<file path="src/rtl/kamus_pkg.sv">
// Shared types and constants for the kamus instruction fetch stage.
package kamus_pkg;

   localparam int INSTR_BYTES = 4;

   typedef enum logic [1:0] {
      IF_IDLE,
      IF_FETCH,
      IF_FAULT
   } if_state_e;

   typedef struct packed {
      logic [31:0] pc;
      logic [31:0] instr;
   } fetch_entry_t;

endpackage

</file>
<file path="src/rtl/kamus_imem_if.sv">
// Instruction-memory read bus: req/gnt address phase, in-order rvalid data phase.
interface kamus_imem_if #(
   parameter int PC_WIDTH = 32
);
   logic                req;
   logic [PC_WIDTH-1:0] addr;
   logic                gnt;
   logic                rvalid;
   logic [31:0]         rdata;

   modport master (
      output req,
      output addr,
      input  gnt,
      input  rvalid,
      input  rdata
   );

   modport slave (
      input  req,
      input  addr,
      output gnt,
      output rvalid,
      output rdata
   );
endinterface

</file>
<file path="src/rtl/kamus_fetch_fifo.sv">
// Synchronous prefetch FIFO of fetch entries; flush wins over push/pop.
module kamus_fetch_fifo
   import kamus_pkg::*;
#(
   parameter  int DEPTH = 4,
   localparam int AW    = $clog2(DEPTH),
   localparam int CW    = AW + 1
) (
   input  logic         clk_i,
   input  logic         rst_i,
   input  logic         flush_i,
   input  logic         push_i,
   input  fetch_entry_t pushData_i,
   input  logic         pop_i,
   output fetch_entry_t headData_o,
   output logic         empty_o,
   output logic [CW-1:0] count_o
);

   fetch_entry_t  mem_q [DEPTH];
   logic [AW-1:0] rdPtr_q;
   logic [AW-1:0] wrPtr_q;
   logic [CW-1:0] count_q;
   logic          doPush;
   logic          doPop;

   assign doPop  = pop_i && (count_q != '0);
   assign doPush = push_i && ((count_q != CW'(DEPTH)) || doPop);

   always_ff @(posedge clk_i or posedge rst_i) begin
      if (rst_i) begin
         rdPtr_q <= '0;
         wrPtr_q <= '0;
         count_q <= '0;
         for (int i = 0; i < DEPTH; i++) begin
            mem_q[i] <= '0;
         end
      end else if (flush_i) begin
         rdPtr_q <= '0;
         wrPtr_q <= '0;
         count_q <= '0;
      end else begin
         if (doPush) begin
            mem_q[wrPtr_q] <= pushData_i;
            wrPtr_q        <= wrPtr_q + AW'(1);
         end
         if (doPop) begin
            rdPtr_q <= rdPtr_q + AW'(1);
         end
         count_q <= count_q + CW'(doPush) - CW'(doPop);
      end
   end

   assign headData_o = mem_q[rdPtr_q];
   assign empty_o    = (count_q == '0);
   assign count_o    = count_q;

endmodule

</file>
<file path="src/rtl/kamus_if.sv">
// Instruction fetch stage: issues sequential word reads, buffers responses, hands {instr, pc} to ID.
// Optional misaligned-redirect fault state and fault_o port under KAMUS_IF_MISALIGN_CHECK_EN.
module kamus_if
   import kamus_pkg::*;
#(
   parameter int                  PC_WIDTH        = 32,
   parameter logic [PC_WIDTH-1:0] BOOT_ADDR       = '0,
   parameter int                  FIFO_DEPTH      = 4,
   parameter int                  MAX_OUTSTANDING = 2
) (
   input  logic                clk_i,
   input  logic                rst_i,
   kamus_imem_if.master        imem,
   input  logic                redirect_i,
   input  logic [PC_WIDTH-1:0] redirect_pc_i,
   output logic                instr_valid_o,
   input  logic                instr_ready_i,
   output logic [31:0]         instr_o,
   output logic [PC_WIDTH-1:0] pc_o
`ifdef KAMUS_IF_MISALIGN_CHECK_EN
   ,
   output logic                fault_o
`endif
);

   localparam int OW = $clog2(MAX_OUTSTANDING + 1);
   localparam int CW = $clog2(FIFO_DEPTH) + 1;

   if_state_e           state_q, state_d;
   logic [PC_WIDTH-1:0] fetchPc_q, fetchPc_d;
   logic [PC_WIDTH-1:0] rspPc_q, rspPc_d;
   logic [OW-1:0]       outstanding_q, outstanding_d;
   logic [OW-1:0]       discard_q, discard_d;

   logic                credit;
   logic                issue;
   logic                granted;
   logic                respValid;
   logic                push;
   logic                pop;
   logic                misaligned;
   logic [PC_WIDTH-1:0] targetPc;
   logic [CW-1:0]       fifoCount;
   logic                fifoEmpty;
   fetch_entry_t        head;

`ifdef KAMUS_IF_MISALIGN_CHECK_EN
   assign targetPc   = redirect_pc_i;
   assign misaligned = (redirect_pc_i[1:0] != 2'b00);
`else
   assign targetPc   = redirect_pc_i & ~PC_WIDTH'(3);
   assign misaligned = 1'b0;
`endif

   // Reserve a FIFO slot for every request in flight so a response can never meet a full FIFO.
   assign credit    = (int'(outstanding_q) + int'(fifoCount) < FIFO_DEPTH)
                      && (int'(outstanding_q) < MAX_OUTSTANDING);
   assign issue     = (state_q == IF_FETCH) && credit;
   assign granted   = issue && imem.gnt;
   assign respValid = imem.rvalid && (outstanding_q != '0);

   assign outstanding_d = outstanding_q + OW'(granted) - OW'(respValid);
   assign push          = respValid && (discard_q == '0) && !redirect_i;
   assign pop           = instr_valid_o && instr_ready_i && !redirect_i;

   assign imem.req  = issue;
   assign imem.addr = fetchPc_q;

   always_comb begin
      state_d   = state_q;
      fetchPc_d = fetchPc_q;
      rspPc_d   = rspPc_q;
      discard_d = discard_q;
      unique case (state_q)
         IF_IDLE:  state_d = IF_FETCH;
         IF_FETCH: state_d = IF_FETCH;
         IF_FAULT: state_d = IF_FAULT;
         default:  state_d = IF_IDLE;
      endcase
      if (granted) begin
         fetchPc_d = fetchPc_q + PC_WIDTH'(INSTR_BYTES);
      end
      if (push) begin
         rspPc_d = rspPc_q + PC_WIDTH'(INSTR_BYTES);
      end
      if (respValid && (discard_q != '0)) begin
         discard_d = discard_q - OW'(1);
      end
      // Everything still in flight after this cycle belongs to the abandoned stream.
      if (redirect_i) begin
         fetchPc_d = targetPc;
         rspPc_d   = targetPc;
         discard_d = outstanding_d;
         state_d   = misaligned ? IF_FAULT : IF_FETCH;
      end
   end

   always_ff @(posedge clk_i or posedge rst_i) begin
      if (rst_i) begin
         state_q       <= IF_IDLE;
         fetchPc_q     <= BOOT_ADDR;
         rspPc_q       <= BOOT_ADDR;
         outstanding_q <= '0;
         discard_q     <= '0;
      end else begin
         state_q       <= state_d;
         fetchPc_q     <= fetchPc_d;
         rspPc_q       <= rspPc_d;
         outstanding_q <= outstanding_d;
         discard_q     <= discard_d;
      end
   end

   kamus_fetch_fifo #(
      .DEPTH (FIFO_DEPTH)
   ) u_fifo (
      .clk_i      (clk_i),
      .rst_i      (rst_i),
      .flush_i    (redirect_i),
      .push_i     (push),
      .pushData_i ('{pc: 32'(rspPc_q), instr: imem.rdata}),
      .pop_i      (pop),
      .headData_o (head),
      .empty_o    (fifoEmpty),
      .count_o    (fifoCount)
   );

   assign instr_valid_o = !fifoEmpty;
   assign instr_o       = head.instr;

`ifdef KAMUS_IF_MISALIGN_CHECK_EN
   assign pc_o    = (state_q == IF_FAULT) ? fetchPc_q : PC_WIDTH'(head.pc);
   assign fault_o = (state_q == IF_FAULT);
`else
   assign pc_o    = PC_WIDTH'(head.pc);
`endif

   rvalidNeedsOutstanding: assert property (
      @(posedge clk_i) disable iff (rst_i) !(imem.rvalid && (outstanding_q == '0))
   );

endmodule
</file>
<file path="src/flat_wrapper.sv">
// flat-port wrapper written by rule: the top's interface ports become plain ports
module kamus_if_flat import kamus_pkg::*;
#(
   parameter int                  PC_WIDTH        = 32,
   parameter logic [PC_WIDTH-1:0] BOOT_ADDR       = '0,
   parameter int                  FIFO_DEPTH      = 4,
   parameter int                  MAX_OUTSTANDING = 2
)
  (clk_i, rst_i, redirect_i, redirect_pc_i, instr_valid_o, instr_ready_i, instr_o, pc_o, imem_req, imem_addr, imem_gnt, imem_rvalid, imem_rdata);
  kamus_imem_if #(.PC_WIDTH(PC_WIDTH)) imem_i ();
  input  logic clk_i;
  input  logic rst_i;
  input  logic redirect_i;
  input  logic [PC_WIDTH-1:0] redirect_pc_i;
  output logic instr_valid_o;
  input  logic instr_ready_i;
  output logic [31:0] instr_o;
  output logic [PC_WIDTH-1:0] pc_o;
  output wire logic [$bits(imem_i.req)-1:0] imem_req;
  output wire logic [$bits(imem_i.addr)-1:0] imem_addr;
  input wire logic [$bits(imem_i.gnt)-1:0] imem_gnt;
  input wire logic [$bits(imem_i.rvalid)-1:0] imem_rvalid;
  input wire logic [$bits(imem_i.rdata)-1:0] imem_rdata;
  assign imem_req = imem_i.req;
  assign imem_addr = imem_i.addr;
  assign imem_i.gnt = imem_gnt;
  assign imem_i.rvalid = imem_rvalid;
  assign imem_i.rdata = imem_rdata;
  kamus_if #(.PC_WIDTH(PC_WIDTH), .BOOT_ADDR(BOOT_ADDR), .FIFO_DEPTH(FIFO_DEPTH), .MAX_OUTSTANDING(MAX_OUTSTANDING)) u_core (.clk_i(clk_i), .rst_i(rst_i), .imem(imem_i), .redirect_i(redirect_i), .redirect_pc_i(redirect_pc_i), .instr_valid_o(instr_valid_o), .instr_ready_i(instr_ready_i), .instr_o(instr_o), .pc_o(pc_o));
endmodule
</file>
<file path="config.mk">
export PLATFORM = sky130hd
export DESIGN_NAME = kamus_if_flat
export DESIGN_NICKNAME = d
export VERILOG_FILES = /design/src/rtl/kamus_pkg.sv /design/src/rtl/kamus_imem_if.sv /design/src/rtl/kamus_fetch_fifo.sv /design/src/rtl/kamus_if.sv /design/src/flat_wrapper.sv
export SDC_FILE = /design/constraint.sdc
export NUM_CORES = 1
export LEC_CHECK = 0
export BUFFER_PORTS_ARGS = -buffer_cell sky130_fd_sc_hd__buf_2
export CORE_ASPECT_RATIO = 0.7
export CORE_UTILIZATION = 48
export CTS_BUF_LIST = sky130_fd_sc_hd__clkbuf_8 sky130_fd_sc_hd__clkbuf_16
export CTS_CLUSTER_SIZE = 20
export DETAILED_ROUTE_END_ITERATION = 6
export PLACE_DENSITY = 0.72
export SYNTH_ARGS = -nofsm -noshare
export SYNTH_HDL_FRONTEND = slang
export SYNTH_SLANG_ARGS = --single-unit
</file>
<file path="constraint.sdc">
create_clock -name clk_i -period 11 [get_ports clk_i]
set_clock_uncertainty 0.2 [all_clocks]
set_input_delay 0 -clock clk_i [delete_from_list [all_inputs] [get_ports clk_i]]
set_output_delay 0 -clock clk_i [all_outputs]
set_load 0.005 [all_outputs]
</file>
==> summary.txt <==
Clock tree
  • Post_cts resized: 0
  • H-tree depth: 1
  • Root buffer cell: clkbuf_16
  • Deepest clock path buffer count: 3
  • Clk Latency, worst-skew pair: 570 ps
  • CTS tree: built
  • Reg clk slew, reported paths: 70 ps
  • TritonCTS Buffers: 31
  • CTS sink cnt: 321

Synth
  • Seq/Total Area, Yosys: 53.8%
  • Ys async rst share: 100%
  • Synth warn: 0
  • Register bit count reported by yosys: 321
  • Post-synth top area share: between 50% and 60%
  • Top-count cell post-synth: dfrtp_1
  • Main synth FF type: dfrtp_1
  • Mapped cell area: 0.0149 sq mm
  • Netlist cell types: 50
  • Synth area leaders: dfrtp_1, mux2_2, mux4_2
  • Syn_area_per_cell: between 10 and 15 sq um
  • Number of synthesized flops with an enable pin: 0
  • Syn Inst Count: around 1,000
  • Leading cell types by count after synthesis: dfrtp_1, mux2_2, mux4_2
  • Synth area leader: dfrtp_1

Drt
  • Detailed-route via count: 9,408
  • DRT iter0 DRCs: 441
  • WL/cell: 20.2 um
  • Met2 WL: 15,700 um
  • WL met3: 1430 um
  • Residual DRC: 0
  • Post-DR vias/cell: 5.59
  • Final wirelength: 34,000 um
  • DR pass1 iterations: 7
  • Wl on met1: 16,200 um
  • Post-DRT Antenna Nets: 0
  • DR top layer: met4

Cells and area
  • Diodes inserted: 0
  • Final net count: 1,330
  • Share of layout cells above drive strength 1: between 40% and 50%
  • Fillers: 2,351
  • Non-Filler Instances: 1,684
  • Layout area overhead: 19.1%

GRT
  • Largest net degree at the start of global routing: roughly 150
  • Vias in the first global route: 9,830
  • First-pass GRT wire length: about 55,000 um
  • GRT Total Usage: 21.9%
  • Total gr overflow: 0
  • Initial antenna violation count: 0

Worst setup path
  • CP endpoint kind: flip-flop
  • Startpoint types: flip-flop
  • CP arrival: 3730 ps
  • Max FO, Critical Path: just over 60
  • Critical path class: flip-flop to flip-flop
  • Req. time, crit path: approximately 11,000 ps

Min path
  • Hold Crit Class: input pin to flip-flop

Die
  • Core Area: 0.0303 sq mm
  • Total die area: 0.0318 sq mm
  • Die H: roughly 150 um
  • IO Pins: approximately 170
  • Initial core utilization: 49.3%
  • Die X: 213 um
  • Row count: 53

Power and ir drop
  • Clock power frac: 27.8%
  • Leakage: 8.12 nW
  • Worst vdd ir: 130 uV
  • P_sw: ~1.1 mW
  • Switching Share: 29.1%
  • Share of power burned in registers: between 40 and 50%
  • Pwr Total: 3.79 mW
  • Comb pwr share: between 20 and 30%
  • Cell Pwr Density: 213 mW/mm^2
  • Int Pwr: between 2 and 3 mW

Placement
  • Placer congestion estimate: 0.852
  • Number of port buffers: 161
  • Placed cells: 1,557
  • Detailed placement HPWL: 20,600 um
  • Setup WS pre-CTS: ~7500 ps

STA
  • Final setup vio count: 0
  • Fmax: 0.288 GHz
  • RSZ-0062 raised after global routing: no
  • Slew margin rel.: 29.9%
  • Tmin final: 3480 ps
  • Worst-Margin Slew: 1050 ps
  • Fin Setup TNS: 0 ps
  • Worst hold slack: 27.0 ps
  • Fin crit share: 31.6%
  • Worst Slack Setup Final: around 7500 ps
  • Final-report max-slew violation count: 0
  • Fin. Hold Viols: 0

Outcome
  • Status: finished clean

Run
  • Max cap viols: 0
==> power by group through the flow <==
stage          sequential, mW  clock [mW]  combinational (mW)
6_report                 1.66        1.05                1.08
4_1_cts                  1.66        1.08                1.09
5_1_grt                  1.70        1.13                1.18
3_5_place_dp             1.67           0                1.07
3_3_place_gp             1.66           0                1.04
2_1_floorplan            1.59           0               0.759
==> flip-flops by register name, indices dropped and copies added, names as in the netlist <==
register and flops:
u_core.u_fifo.count_o 3, u_core.rspPc_q 30, u_core.u_fifo.wrPtr_q 2, u_core.state_q 2, u_core.u_fifo.rdPtr_q 2, u_core.imem.addr 30, u_core.u_fifo.mem_q 248, u_core.discard_q 2
u_core.outstanding_q 2
==> worst max-delay path, cell delays in order, from the launching register on <==
cell and delay [ps]:
dfrtp_1 390, inv_1 70, ha_1 180, o211ai_1 350, nor3_1 690, and2_4 240, buf_4 750, mux2_2 420
==> cell type report <==
cell class	instances	area, sq um	area share [%]
tap	412	515	2.90
inverter	18	75.1	0.422
multi-input combinational	634	6550	36.8
timing repair buffer	241	1580	8.88
clock inverter	19	130	0.732
clock buffer	39	886	4.98
sequential	321	8040	45.2
==> cells by family after synthesis <==
group,after synthesis,synth area share (%)
and+or+nand+nor,171,6.35
adders and majority gates,13,1.14
muxes,349,30.9
other,1,0.0251
xor gates and xnor gates,55,3.23
AOI/OAI and AO/OA,42,1.96
buffers and inverters,89,2.55
DFF,321,53.8
==> layout by cell type (no fill, tap or decap), drive strengths merged, types with 3 or more instances in the layout <==
| cell | instances |
|---|---|
| dfrtp | 321 |
| mux2 | 280 |
| buf | 172 |
| dlygate4sd3 | 69 |
| mux4 | 62 |
| clkbuf | 39 |
| xor2 | 30 |
| nand2 | 28 |
| nand3 | 27 |
| nor2 | 26 |
| xnor2 | 25 |
| inv | 24 |
| nand4 | 20 |
| ha | 12 |
| and3 | 11 |
| a21oi | 11 |
| a21boi | 11 |
| nor4 | 11 |
| clkinv | 10 |
| nor3 | 8 |
| nand2b | 8 |
| and2 | 8 |
| mux2i | 7 |
| and4 | 5 |
| o311a | 5 |
| nor2b | 4 |
| conb | 4 |
| o21ai | 3 |
| or3 | 3 |
| or2 | 3 |
==> layer usage <==
| metal | vias up | track usage [%] |
|---|---|---|
| met5 | - | 0 |
| met4 | 0 | 4.68 |
| met3 | 53 | 3.61 |
| met2 | 204 | 34.3 |
| met1 | 4941 | 32.4 |
| li1 | 4210 | - |
==> worst paths after layout <==
check / startpoint / end / slack [ps] / cells after the start
worst max-delay path: u_core.discard_q[0]$_DFFE_PP0P_ / u_core.u_fifo.mem_q[108]$_DFFE_PP0P_ / 7520 / 7
worst min-delay path: redirect_pc_i[4] / u_core.imem.addr[4]$_DFFE_PP0P_ / 30 / 3
worst max register to register: u_core.discard_q[0]$_DFFE_PP0P_ / u_core.u_fifo.mem_q[108]$_DFFE_PP0P_ / 7520 / 7
worst min register to register: u_core.state_q[0]$_DFF_PP0_ / u_core.state_q[1]$_DFF_PP0_ / 220 / 1
max in group asynchronous: rst_i / u_core.u_fifo.rdPtr_q[1]$_DFFE_PP0P_ / 8510 / 5
min in group asynchronous: rst_i / u_core.u_fifo.mem_q[64]$_DFFE_PP0P_ / 50 / 3
==> repair_timing <==
| item | in CTS | in global routing |
|---|---|---|
| hold buffers | 69 | 0 |
| setup buffers | 0 | 0 |
| endpoints found under the hold margin | 349 | 0 |
==> stage by stage <==
stage	util [%]	instance area [sq um]
4_1_cts	58.7	17800
3_5_place_dp	53.0	16100
6_report	58.7	17800
3_3_place_gp	53.0	16100
5_1_grt	58.7	17800
2_1_floorplan	-	14900
No activity file was read; power rests on OpenSTA's default activity.
